--- config.mk ---
export PLATFORM = sky130hd
export DESIGN_NAME = hilo_muldiv_unit
export DESIGN_NICKNAME = d
export VERILOG_FILES = /design/src/rtl/muldiv_pkg.sv /design/src/rtl/iter_divider.sv /design/src/rtl/hilo_muldiv_unit.sv
export SDC_FILE = /design/constraint.sdc
export NUM_CORES = 2
export LEC_CHECK = 0
export ABC_AREA = 1
export BUFFER_PORTS_ARGS = -buffer_cell sky130_fd_sc_hd__buf_2
export CAP_MARGIN = 20
export CORE_MARGIN = 2
export CORE_UTILIZATION = 30
export DETAILED_ROUTE_END_ITERATION = 16
export PLACE_DENSITY = 0.42
export SYNTH_ARGS = -nofsm -noshare
export SYNTH_HDL_FRONTEND = slang
export SYNTH_SLANG_ARGS = --single-unit
--- constraint.sdc ---
create_clock -name clk -period 24.5 [get_ports clk]
set_clock_uncertainty 0.15 [all_clocks]
set_input_delay 0 -clock clk [delete_from_list [all_inputs] [get_ports clk]]
set_output_delay 0 -clock clk [all_outputs]
set_load 0.02 [all_outputs]
--- src/rtl/muldiv_pkg.sv ---
// Shared op codes, FSM state encodings and sizing helpers for the HI/LO multiply/divide unit.
package muldiv_pkg;

  localparam logic [2:0] OP_MULT  = 3'd0;
  localparam logic [2:0] OP_MULTU = 3'd1;
  localparam logic [2:0] OP_DIV   = 3'd2;
  localparam logic [2:0] OP_DIVU  = 3'd3;
  localparam logic [2:0] OP_MTHI  = 3'd4;
  localparam logic [2:0] OP_MTLO  = 3'd5;

  localparam logic [1:0] ST_IDLE = 2'd0;
  localparam logic [1:0] ST_MUL  = 2'd1;
  localparam logic [1:0] ST_DIV  = 2'd2;
  localparam logic [1:0] ST_FIX  = 2'd3;

  // Number of divider cycles needed to produce a full quotient.
  function automatic int div_iters(input int width, input int k);
    return width / k;
  endfunction

endpackage

--- src/rtl/iter_divider.sv ---
// Unsigned restoring divider producing DIV_K quotient bits per cycle.
// done is high in the cycle whose closing edge performs the last step; quot/rem are final after it.
module iter_divider
  import muldiv_pkg::*;
#(
  parameter int WIDTH = 32,
  parameter int DIV_K = 1
) (
  input  logic             clk,
  input  logic             reset,
  input  logic             start,
  input  logic             abort,
  input  logic [WIDTH-1:0] dividend,
  input  logic [WIDTH-1:0] divisor,
  output logic             done,
  output logic [WIDTH-1:0] quot,
  output logic [WIDTH-1:0] rem
);

  localparam int ITERS = div_iters(WIDTH, DIV_K);
  localparam int CW    = $clog2(ITERS + 1);

  logic [CW-1:0]    cnt;
  logic [WIDTH-1:0] den;
  logic [WIDTH-1:0] q_reg;
  logic [WIDTH-1:0] r_reg;
  logic [WIDTH:0]   r_t;
  logic [WIDTH-1:0] q_t;

  // The partial remainder needs one extra bit while the next dividend bit is shifted in.
  always_comb begin
    r_t = {1'b0, r_reg};
    q_t = q_reg;
    for (int k = 0; k < DIV_K; k++) begin
      r_t = {r_t[WIDTH-1:0], q_t[WIDTH-1]};
      q_t = {q_t[WIDTH-2:0], 1'b0};
      if (r_t >= {1'b0, den}) begin
        r_t    = r_t - {1'b0, den};
        q_t[0] = 1'b1;
      end
    end
  end

  always_ff @(posedge clk) begin
    if (reset || abort) begin
      cnt <= '0;
    end else if (start) begin
      r_reg <= '0;
      q_reg <= dividend;
      den   <= divisor;
      cnt   <= CW'(ITERS);
    end else if (cnt != '0) begin
      r_reg <= r_t[WIDTH-1:0];
      q_reg <= q_t;
      cnt   <= cnt - CW'(1);
    end
  end

  assign done = (cnt == CW'(1));
  assign quot = q_reg;
  assign rem  = r_reg;

endmodule

--- src/rtl/hilo_muldiv_unit.sv ---
// Multiply/divide unit with architectural HI/LO registers for the execute stage.
// Pipelined MULT/MULTU, iterative DIV/DIVU, MTHI/MTLO, flush cancels the in-flight op.
module hilo_muldiv_unit
  import muldiv_pkg::*;
#(
  parameter int WIDTH      = 32,
  parameter int MUL_STAGES = 1,
  parameter int DIV_K      = 1
) (
  input  logic             clk,
  input  logic             reset,
  input  logic             req_valid,
  output logic             req_ready,
  input  logic [2:0]       req_op,
  input  logic [WIDTH-1:0] req_src1,
  input  logic [WIDTH-1:0] req_src2,
  input  logic             flush,
  output logic             busy,
  output logic             resp_valid,
  output logic [WIDTH-1:0] hi,
  output logic [WIDTH-1:0] lo
);

  logic [1:0]         state;
  logic [WIDTH-1:0]   op_a;
  logic [WIDTH-1:0]   op_b;
  logic               op_signed;
  logic               accept;
  logic               acc_mul;
  logic               acc_div;
  logic               req_signed;
  logic [WIDTH-1:0]   div_dividend;
  logic [WIDTH-1:0]   div_divisor;
  logic               div_done;
  logic [WIDTH-1:0]   div_quot;
  logic [WIDTH-1:0]   div_rem;
  logic [WIDTH-1:0]   fix_hi;
  logic [WIDTH-1:0]   fix_lo;
  logic [2*WIDTH-1:0] product;
  logic [2*WIDTH-1:0] mul_result;
  logic [MUL_STAGES-1:0] mul_vld;

  assign req_ready  = (state == ST_IDLE) && !flush;
  assign busy       = (state != ST_IDLE);
  assign accept     = req_valid && req_ready;
  assign acc_mul    = accept && ((req_op == OP_MULT) || (req_op == OP_MULTU));
  assign acc_div    = accept && ((req_op == OP_DIV) || (req_op == OP_DIVU));
  assign req_signed = (req_op == OP_MULT) || (req_op == OP_DIV);

  assign div_dividend = (req_signed && req_src1[WIDTH-1]) ? -req_src1 : req_src1;
  assign div_divisor  = (req_signed && req_src2[WIDTH-1]) ? -req_src2 : req_src2;

  always_ff @(posedge clk) begin
    if (accept) begin
      op_a      <= req_src1;
      op_b      <= req_src2;
      op_signed <= req_signed;
    end
  end

  // Sign-extending both operands makes the low 2*WIDTH bits correct for signed and unsigned alike.
  assign product = {{WIDTH{op_signed && op_a[WIDTH-1]}}, op_a} *
                   {{WIDTH{op_signed && op_b[WIDTH-1]}}, op_b};

  generate
    if (MUL_STAGES == 1) begin : g_mul_direct
      assign mul_result = product;
    end else begin : g_mul_pipe
      logic [2*WIDTH-1:0] pipe [MUL_STAGES-1];
      always_ff @(posedge clk) begin
        pipe[0] <= product;
        for (int k = 1; k < MUL_STAGES - 1; k++) begin
          pipe[k] <= pipe[k-1];
        end
      end
      assign mul_result = pipe[MUL_STAGES-2];
    end
  endgenerate

  always_ff @(posedge clk) begin
    if (reset || flush) begin
      mul_vld <= '0;
    end else begin
      mul_vld[0] <= acc_mul;
      for (int k = 1; k < MUL_STAGES; k++) begin
        mul_vld[k] <= mul_vld[k-1];
      end
    end
  end

  iter_divider #(
    .WIDTH (WIDTH),
    .DIV_K (DIV_K)
  ) u_div (
    .clk      (clk),
    .reset    (reset),
    .start    (acc_div),
    .abort    (flush),
    .dividend (div_dividend),
    .divisor  (div_divisor),
    .done     (div_done),
    .quot     (div_quot),
    .rem      (div_rem)
  );

  // Divide by zero bypasses the sign fixup so the dividend comes back exactly as given.
  always_comb begin
    fix_lo = (op_signed && (op_a[WIDTH-1] ^ op_b[WIDTH-1])) ? -div_quot : div_quot;
    fix_hi = (op_signed && op_a[WIDTH-1]) ? -div_rem : div_rem;
    if (op_b == '0) begin
      fix_lo = '1;
      fix_hi = op_a;
    end
  end

  always_ff @(posedge clk) begin
    if (reset) begin
      state      <= ST_IDLE;
      hi         <= '0;
      lo         <= '0;
      resp_valid <= 1'b0;
    end else begin
      resp_valid <= 1'b0;
      case (state)
        ST_IDLE: begin
          if (accept) begin
            case (req_op)
              OP_MULT, OP_MULTU: state <= ST_MUL;
              OP_DIV, OP_DIVU:   state <= ST_DIV;
              OP_MTHI: begin
                hi         <= req_src1;
                resp_valid <= 1'b1;
              end
              OP_MTLO: begin
                lo         <= req_src1;
                resp_valid <= 1'b1;
              end
              default: ;
            endcase
          end
        end
        ST_MUL: begin
          if (flush) begin
            state <= ST_IDLE;
          end else if (mul_vld[MUL_STAGES-1]) begin
            hi         <= mul_result[2*WIDTH-1:WIDTH];
            lo         <= mul_result[WIDTH-1:0];
            resp_valid <= 1'b1;
            state      <= ST_IDLE;
          end
        end
        ST_DIV: begin
          if (flush) begin
            state <= ST_IDLE;
          end else if (div_done) begin
            state <= ST_FIX;
          end
        end
        ST_FIX: begin
          state <= ST_IDLE;
          if (!flush) begin
            hi         <= fix_hi;
            lo         <= fix_lo;
            resp_valid <= 1'b1;
          end
        end
        default: state <= ST_IDLE;
      endcase
    end
  end

endmodule
==> insert_results.sql <==
INSERT INTO impl_metrics (metric_group, metric, value, unit) VALUES
('run_status', 'status', 'complete, no violations', ''),
('cells_and_area', 'fillerInstances', '20026', ''),
('cells_and_area', 'multi_input_comb_area', '0.0410', 'mm²'),
('worst_setup_path', 'cp.arrival', '9.50', 'ns'),
('synth', 'adder_cell_share_of_the_synthesized_area', '0.460', ''),
('synth', 'synthesis.yosys.warnings', '0', ''),
('clocking', 'clock_latency', '0.57', 'ns'),
('timing', 'tightest_slew', '1.14', 'ns'),
('timing', 'timing.final.max_slew_violations', '0', ''),
('place', 'placed_area', '0.0590', 'mm²'),
('global_routing', 'antenna_found_initial', '15', ''),
('worst_setup_path', 'worstSetupEndpointType', 'flip-flop', ''),
('global_routing', 'top_usage_layer', 'met2', ''),
('cells_and_area', 'area.growth.synth_to_final', '8.99', '%'),
('worst_setup_path', 'worst-path-max-fanout', '38', ''),
('clocking', 'ctsHtreeMaxLevel', '2', ''),
('cells_and_area', 'final_design_area_no_fill', '0.0609', 'mm²'),
('timing', 'fin_crit_sh', '0.375', ''),
('cells_and_area', 'final_net_count', '8796', ''),
('worst_hold_path', 'holdCritPathClass', 'in2reg', ''),
('clocking', 'clkTransAtPathRegs', '0.06', 'ns'),
('cells_and_area', 'final_cell_mix', '1920 x sky130_fd_sc_hd__inv_1, 1837 x sky130_fd_sc_hd__nand2_1, 1126 x sky130_fd_sc_hd__fa_1', ''),
('timing', 'setup_tns', '0', 'ns'),
('synth', 'synth.avg_cell_area', '7.61', 'µm²'),
('cells_and_area', 'finalNonFillerCells', '9857', ''),
('timing', 'fmax', '109', 'MHz'),
('synth', 'synth-seq-area-share', '0.113', ''),
('clocking', 'post_cts_buffers', '0', ''),
('worst_setup_path', 'crit_type', 'reg2reg', ''),
('synth', 'synthCells', '7342', ''),
('route', 'routed_via_density', '4.78', ''),
('route', 'detail_route.iter0.violations', '3436', ''),
('timing', 'final_number_of_setup_violating_endpoints', '0', ''),
('place', 'routability_cong', '0.971', ''),
('timing', 'hold_slack', '0.0852', 'ns'),
('synth', 'number_of_nets_in_the_synthesized_netlist', '8790', ''),
('worst_setup_path', 'rrSetupSlack', '15.31', 'ns'),
('global_routing', 'grt_pass1_wl', '330000', 'µm'),
('place', 'numPortBuffers', '137', ''),
('global_routing', 'grt.total_usage', '0.233', ''),
('floorplanning', 'fp.dieH', '436', 'µm'),
('synth', 'yosys_most_used_dff', 'sky130_fd_sc_hd__edfxtp_1', ''),
('synth', 'synthMuxAreaShare', '0', ''),
('worst_setup_path', 'cp-start-kind', 'flip-flop', ''),
('synth', 'post_synth_and_or_nand_nor_area_fraction', '0.201', ''),
('worst_setup_path', 'crit_path_max_incr_delay', '0.98', 'ns'),
('global_routing', 'grt.met2_usage', '0.380', ''),
('timing', 'unrepaired_setup_endpoints_after_global_routing', 'false', ''),
('worst_setup_path', 'crit_required', '24.81', 'ns'),
('worst_setup_path', 'crit_path_leading_delay_family', 'adder cells', ''),
('synth', 'synth.distinct_cells', '57', ''),
('floorplanning', 'floorplan.initialDensity', '0.302', ''),
('floorplanning', 'coreArea', '0.185', 'mm²'),
('clocking', 'clock_path_buffers', '3', ''),
('worst_setup_path', 'cp_slowest_cell', 'sky130_fd_sc_hd__fa_1', ''),
('synth', 'main_combinational_cell_family_by_area_after_synthesis', 'adder cells', ''),
('place', 'post-place-cells', '9716', ''),
('global_routing', 'first_global_vias', '49453', ''),
('timing', 'report.final.hold_viol_count', '0', ''),
('floorplanning', 'die_area', '0.190', 'mm²'),
('cells_and_area', 'layout.cells.most_common', 'sky130_fd_sc_hd__inv_1', ''),
('global_routing', 'use_met1', '0.338', ''),
('route', 'routed-via-count', '47132', ''),
('synth', 'async_flop_share', '0', ''),
('clocking', 'cts_buffers', '34', ''),
('synth', 'synthXorXnorAreaFrac', '0.0152', ''),
('route', 'ant_nets', '0', ''),
('floorplanning', 'die_width', '436', 'µm'),
('clocking', 'tritoncts_num_sinks', '235', ''),
('timing', 'max-slew-margin-rel', '0.238', ''),
('worst_setup_path', 'timing.critical_path.buf_inv', '8', '');
==> kinds of logic (layout without fill, tap and decap cells) <==
group,after synthesis,in the layout
DFF,235,235
xor gates and xnor gates,97,97
other,0,4
buffers and inverters,2275,2306
AOI/OAI and AO/OA,582,582
adders and majority gates,1377,1377
and+or+nand+nor,2776,2776
==> cell usage after synthesis, types with 12 or more instances <==
library cell               number  share of area
sky130_fd_sc_hd__xnor2_1       27         0.0042
sky130_fd_sc_hd__nand3b_1      13         0.0017
sky130_fd_sc_hd__nand2_1     1837           0.12
sky130_fd_sc_hd__a21oi_1      241          0.022
sky130_fd_sc_hd__a31oi_1       15         0.0017
sky130_fd_sc_hd__o21bai_1      24         0.0032
sky130_fd_sc_hd__o21ai_1       29         0.0026
sky130_fd_sc_hd__nor3_1        48         0.0043
sky130_fd_sc_hd__clkbuf_1     302          0.020
sky130_fd_sc_hd__edfxtp_1     161          0.087
sky130_fd_sc_hd__inv_2         14        0.00094
sky130_fd_sc_hd__nor4_1        12         0.0013
sky130_fd_sc_hd__or2_2         24         0.0027
sky130_fd_sc_hd__xor2_1        70          0.011
sky130_fd_sc_hd__nand4_1       70         0.0078
sky130_fd_sc_hd__nand3_1      251          0.022
sky130_fd_sc_hd__o21ai_0      230          0.021
sky130_fd_sc_hd__buf_2         14         0.0013
sky130_fd_sc_hd__fa_1        1126           0.40
sky130_fd_sc_hd__dfxtp_1       74          0.027
sky130_fd_sc_hd__nor2_1       490          0.033
sky130_fd_sc_hd__inv_1       1921           0.13
sky130_fd_sc_hd__ha_1         251          0.056
==> per-stage QoR <==
step / util / worst slack (ns)
floorplan: - / 16.50
global placement: 0.319 / 15.28
detailed placement: 0.319 / 15.33
CTS: 0.329 / 15.29
global route: 0.329 / 14.75
finish: 0.329 / 15.31
==> path summary, 6_finish.rpt <==
kind,cells past startpoint,start,end
worst max-delay path,28,op_a[31]$_DFFE_PP_,hi[23]$_SDFFE_PP0P_
worst min-delay path,2,req_src1[9],op_a[9]$_DFFE_PP_
worst max register to register,28,op_a[31]$_DFFE_PP_,hi[23]$_SDFFE_PP0P_
worst min register to register,2,u_div.cnt[3]$_SDFFE_PP0P_,u_div.cnt[3]$_SDFFE_PP0P_
==> repair_timing <==
action,in CTS,in global routing
resized for setup,0,0
endpoints found under the setup margin,0,0
hold endpoints to repair,202,0
hold buffers,75,0
==> layer usage <==
layer | vias up | share of wire
met1 | 24172 | 0.46
li1 | 21413 | -
met3 | 201 | 0.054
met2 | 1344 | 0.46
met5 | - | 0.000091
met4 | 2 | 0.024
==> sequential cells by signal, summed over array words and instances (netlist names) <==
signal	count
op_b	32
u_div.cnt	6
op_a	32
hi	32
u_div.rem	32
u_div.den	32
resp_valid	1
state	2
u_div.quot	32
mul_vld	1
op_signed	1
lo	32
==> cell type report <==
type / instances / area share
diodes: 4 / 0.000164
clock buffers: 47 / 0.0158
clock inverters: 14 / 0.00187
inverters: 1939 / 0.120
multi-input cells: 4832 / 0.672
flip-flops and latches: 235 / 0.104
well taps: 2480 / 0.0510
repair buffers: 306 / 0.0355
Power is left out: the tool's default activity adds up to more than one toggle a clock period on the data nets, which glitch-free logic cannot reach.
